File: src/rtl/sudoku_irq_hub.sv
// sudoku_irq_hub: Wishbone interrupt aggregator.
// Latches, masks and routes NUM_SRC sources onto NUM_OUT lines.
module sudoku_irq_hub #(
    parameter int          NUM_SRC     = 8,
    parameter int          NUM_OUT     = 3,
    parameter int          SYNC_STAGES = 0,
    parameter logic [31:0] BASE_ADDR   = 32'h3000_0800,
    parameter logic [31:0] ADDR_MASK   = 32'hFFFF_FFE0
) (
    input  logic               wb_clk_i,
    input  logic               wb_rst_i,
    input  logic [31:0]        wb_adr_i,
    input  logic [31:0]        wb_dat_i,
    input  logic [3:0]         wb_sel_i,
    input  logic               wb_we_i,
    input  logic               wb_cyc_i,
    input  logic               wb_stb_i,
    output logic               wb_ack_o,
    output logic [31:0]        wb_dat_o,
    input  logic [NUM_SRC-1:0] irq_src,
    output logic [NUM_OUT-1:0] irq_o
);

    localparam logic [31:0] SRC_MASK = (NUM_SRC >= 32) ? 32'hFFFF_FFFF
                                     : ((32'd1 << NUM_SRC) - 32'd1);
    localparam logic [63:0] RT_MASK  = (NUM_SRC >= 32) ? 64'hFFFF_FFFF_FFFF_FFFF
                                     : ((64'd1 << (2 * NUM_SRC)) - 64'd1);
    localparam logic [31:0] ID_WORD  = {16'h5D1A, 8'(NUM_SRC), 8'(NUM_OUT)};

    localparam logic [2:0] OFF_STATUS = 3'd0;
    localparam logic [2:0] OFF_PEND   = 3'd1;
    localparam logic [2:0] OFF_EN     = 3'd2;
    localparam logic [2:0] OFF_MODE   = 3'd3;
    localparam logic [2:0] OFF_ROUTE0 = 3'd4;
    localparam logic [2:0] OFF_ROUTE1 = 3'd5;
    localparam logic [2:0] OFF_FORCE  = 3'd6;
    localparam logic [2:0] OFF_ID     = 3'd7;

    logic [NUM_SRC-1:0] s_lvl;
    logic [31:0]        s32;
    logic [31:0]        prev_q;
    logic [31:0]        rise32;
    logic [31:0]        pend_q;
    logic [31:0]        en_q;
    logic [31:0]        mode_q;
    logic [63:0]        route_q;
    logic [31:0]        pend_nxt;
    logic [31:0]        w1c;
    logic [31:0]        frc;
    logic [31:0]        bmask;
    logic [31:0]        wval;
    logic [31:0]        rdata;
    logic [2:0]         off;
    logic               hit;
    logic               acc;
    logic               wr;
    logic               rd;
    logic [NUM_OUT-1:0] irq_nxt;

    generate
        if (SYNC_STAGES == 0) begin : g_nosync
            assign s_lvl = irq_src;
        end else begin : g_sync
            logic [NUM_SRC-1:0] sync_q [SYNC_STAGES];
            // Resynchronise asynchronous sources into wb_clk_i.
            always_ff @(posedge wb_clk_i) begin
                if (wb_rst_i) begin
                    for (int j = 0; j < SYNC_STAGES; j++) sync_q[j] <= '0;
                end else begin
                    sync_q[0] <= irq_src;
                    for (int j = 1; j < SYNC_STAGES; j++) sync_q[j] <= sync_q[j-1];
                end
            end
            assign s_lvl = sync_q[SYNC_STAGES-1];
        end
    endgenerate

    assign s32    = 32'(s_lvl);
    assign rise32 = s32 & ~prev_q;

    function automatic logic [31:0] merge(input logic [31:0] old,
                                          input logic [31:0] val,
                                          input logic [31:0] msk);
        return (old & ~msk) | val;
    endfunction

    // Bus decode: one access per ack, writes masked by byte lanes.
    always_comb begin
        hit   = wb_cyc_i & wb_stb_i & ((wb_adr_i & ADDR_MASK) == BASE_ADDR);
        acc   = hit & ~wb_ack_o;
        wr    = acc & wb_we_i;
        rd    = acc & ~wb_we_i;
        off   = wb_adr_i[4:2];
        bmask = {{8{wb_sel_i[3]}}, {8{wb_sel_i[2]}},
                 {8{wb_sel_i[1]}}, {8{wb_sel_i[0]}}};
        wval  = wb_dat_i & bmask;
        w1c   = (wr && off == OFF_PEND)  ? (wval & SRC_MASK) : 32'd0;
        frc   = (wr && off == OFF_FORCE) ? (wval & SRC_MASK) : 32'd0;
    end

    // Pending: a new set event always wins over a same-cycle clear.
    always_comb begin
        pend_nxt = (((mode_q & rise32) | (~mode_q & s32) | frc) & SRC_MASK)
                 | (pend_q & ~w1c);
    end

    // Read mux for the register window.
    always_comb begin
        rdata = 32'd0;
        unique case (off)
            OFF_STATUS: rdata = s32 & SRC_MASK;
            OFF_PEND:   rdata = pend_q;
            OFF_EN:     rdata = en_q;
            OFF_MODE:   rdata = mode_q;
            OFF_ROUTE0: rdata = route_q[31:0];
            OFF_ROUTE1: rdata = route_q[63:32];
            OFF_FORCE:  rdata = 32'd0;
            OFF_ID:     rdata = ID_WORD;
            default:    rdata = 32'd0;
        endcase
    end

    // Output lines: enabled pending sources OR-ed onto their route.
    always_comb begin
        irq_nxt = '0;
        for (int k = 0; k < NUM_OUT; k++) begin
            for (int i = 0; i < NUM_SRC; i++) begin
                if (pend_q[i] && en_q[i] && route_q[2*i +: 2] == 2'(k)) begin
                    irq_nxt[k] = 1'b1;
                end
            end
        end
    end

    // Ack pulse and registered read data, both cleared when idle.
    always_ff @(posedge wb_clk_i) begin
        if (wb_rst_i) begin
            wb_ack_o <= 1'b0;
            wb_dat_o <= 32'd0;
        end else begin
            wb_ack_o <= acc;
            wb_dat_o <= rd ? rdata : 32'd0;
        end
    end

    // Software-visible configuration registers.
    always_ff @(posedge wb_clk_i) begin
        if (wb_rst_i) begin
            en_q    <= 32'd0;
            mode_q  <= 32'd0;
            route_q <= 64'd0;
        end else if (wr) begin
            case (off)
                OFF_EN:     en_q   <= merge(en_q, wval, bmask) & SRC_MASK;
                OFF_MODE:   mode_q <= merge(mode_q, wval, bmask) & SRC_MASK;
                OFF_ROUTE0: route_q[31:0] <=
                    merge(route_q[31:0], wval, bmask) & RT_MASK[31:0];
                OFF_ROUTE1: route_q[63:32] <=
                    merge(route_q[63:32], wval, bmask) & RT_MASK[63:32];
                default: ;
            endcase
        end
    end

    // Pending latches and edge history.
    always_ff @(posedge wb_clk_i) begin
        if (wb_rst_i) begin
            pend_q <= 32'd0;
            prev_q <= 32'd0;
        end else begin
            pend_q <= pend_nxt;
            prev_q <= s32;
        end
    end

    // Registered interrupt outputs.
    always_ff @(posedge wb_clk_i) begin
        if (wb_rst_i) irq_o <= '0;
        else          irq_o <= irq_nxt;
    end

endmodule

File: config.mk
export PLATFORM = sky130hd
export DESIGN_NAME = sudoku_irq_hub
export DESIGN_NICKNAME = d
export VERILOG_FILES = /design/src/rtl/sudoku_irq_hub.sv
export SDC_FILE = /design/constraint.sdc
export NUM_CORES = 1
export LEC_CHECK = 0
export CAP_MARGIN = 15
export CORE_ASPECT_RATIO = 2
export CORE_UTILIZATION = 46
export CTS_CLUSTER_SIZE = 8
export DETAILED_ROUTE_END_ITERATION = 7
export GPL_TIMING_DRIVEN = 1
export PLACE_DENSITY = 0.76
export SETUP_SLACK_MARGIN = 0.4
export SLEW_MARGIN = 25
export SYNTH_ARGS = -nofsm -noshare
export SYNTH_HDL_FRONTEND = slang
export SYNTH_SLANG_ARGS = --single-unit
export TNS_END_PERCENT = 100
File: constraint.sdc
create_clock -name wb_clk_i -period 2.6 [get_ports wb_clk_i]
set_clock_uncertainty 0.15 [all_clocks]
set_input_delay 0.52 -clock wb_clk_i [delete_from_list [all_inputs] [get_ports wb_clk_i]]
set_output_delay 0.52 -clock wb_clk_i [all_outputs]
set_load 0.02 [all_outputs]
==> qor.yml <==
antenna_cells: 0
cts_tree: "built"
dp_slack_ns: -0.101
overflow: 0
rows: 44
grt_pass1_vias: 3767
first_pass_iters: 5
finalSetupViolations: 0
use_met1: 0.336
fin_util: 0.699
grt.busiest_layer: "met2"
outcome: "finished, final reports clean"
cts_buffers: 9
seq_area_frac_synth: 0.392
wirelength_mm: 12.0
maxSlewViolCount: 0
start_util: 0.481
wl_per_cell_microns: 19.9
min_path_type: "register to register"
fin_crit_sh: 0.810
drc: 0
h-tree-depth: 3
grt_max_degree: 43
p_leak_nw: 1.91
via_per_inst: 6.42
port_buffers: 88
drive_above_1_share: 0.180
clockRootBuffer: "clkbuf_16"
via_count: 3870
critPathKind: "input pin to register"
grtUsageMet2: 0.513
fmax_mhz: 475
cp-start-kind: "input pin"
timing.hold.ws_ns: 0.338
synthArstFlopShare: 0
endpoint_kind: "register"
setup_slack_ns: 0.493
syn_area_per_cell_sq_um: 8.72
io_pins: 117
hold_viol_final: 0
synth_flop_cell: "dfxtp_1"
clockBufferDepth: 2
synthToLayoutAreaGrowth_pct: 45.2
insertion_delay_ns: 0.34
worstPathArrival_ns: 2.16
die_x_microns: 63.9
slew_headroom: 0.590
ir_drop_mv: 0.439
drt_iter0_drc: 373
drv_cap: 0
ys.warnings.count: 0
rsz0062_at_grt: "false"
place.detailed.hpwl_mm: 8.20
clk_pin_slew_ns: 0.05
fp.dieH_microns: 126
yosysUniqueCellTypes: 45
required_ns: 2.65
ant_nets: 0
use_met3: 0.0652
period_needed_ns: 2.11
dieArea_sq_um: 8030
synth_area_sq_um: 3520
synth_edf_count: 0
synth_cells: 404
final_cell_mix: "69 x dfxtp_1, 59 x clkdlybuf4s50_1, 38 x a21oi_1, 37 x o31ai_1, 37 x buf_4"
numClockSinks: 69
nets: 587
antenna_found_initial: 0
synth-seq-cells: 69
layout_commonest_cell: "dfxtp_1"
worst_pin_slew_ns: 0.615
p_per_area_nw_per_um2: 495
postCtsHoldBufs: 0
path_max_fanout: 8
grt_pass1_wl_mm: 18.8
fp.coreArea_sq_um: 7320
gp_congestion: 0.925
grt_util_all_layers: 0.307
==> routing by layer <==
metal / vias to the layer above / wire [microns]
met5: - / 0
met3: 62 / 1040
met1: 1798 / 4150
li1: 1753 / -
met2: 257 / 6070
met4: 0 / 762
==> power by group <==
| part | leakage [nW] | switching, mW | internal (mW) |
|---|---|---|---|
| Clock | 0.148 | 0.446 | 0.746 |
| Combinational | 1.20 | 0.133 | 0.123 |
| Sequential | 0.560 | 0.0130 | 1.07 |
| Total | 1.91 | 0.592 | 1.94 |
==> Yosys cell counts, types with 7 or more instances <==
cell type	count	area share
nand2_1	33	0.035
clkbuf_1	26	0.028
and3_1	7	0.012
nor2_1	12	0.013
buf_4	15	0.032
o31ai_1	41	0.087
nor2b_1	11	0.020
dfxtp_1	69	0.39
nor3_1	10	0.014
or4_1	9	0.019
nand4_1	34	0.060
nand3_1	10	0.014
nand4b_1	7	0.017
a21oi_1	38	0.054
a31oi_1	9	0.016
==> final timing paths <==
path                 start          end  slack, ns  cells after the start
hold reg to reg   register     register       0.34                      2
setup / recovery   wb_we_i     register       0.49                      5
setup reg to reg  wb_ack_o  wb_dat_o[6]       0.60                      7
hold / removal    register     register       0.34                      2
==> repair_timing <==
action	in CTS	in global routing
resized for setup	28	29
cloned	2	0
pin swaps	25	19
buffers inserted	7	0
setup endpoints to repair	38	50
==> critical path, stage by stage <==
cell and delay [ns]:
clkdlybuf4s50_1 0.53, nand4b_1 0.24, nand2b_1 0.42, o31ai_1 0.34, a21oi_1 0.10
==> cells by family after synthesis <==
logic type,synth area share
AND/OR/NAND/NOR,0.288
AO/OA/AOI/OAI,0.222
flip-flops,0.392
buffers and inverters,0.0799
multiplexers,0.0171
other,0.00106
==> area by class of cell <==
cell class | count | area [sq um]
fill | 593 | 2210
multi-input combinational | 286 | 1970
sequential | 69 | 1380
timing repair buffer | 136 | 1330
clock buffer | 13 | 280
tap | 92 | 115
clock inverter | 3 | 17.5
inverter | 4 | 15.0
==> stage by stage <==
step | TNS (ns) | power, mW | cells | instance area (sq um)
after floorplan | 0 | 1.21 | 411 | 3550
after global placement | -0.0274 | 1.36 | 578 | 4610
after detailed placement | -0.957 | 1.36 | 578 | 4610
after CTS | 0 | 2.53 | 603 | 5010
after global routing | 0 | 2.59 | 603 | 5110
final | 0 | 2.53 | 603 | 5110
Note: power is estimated with default switching activity, not from simulation.
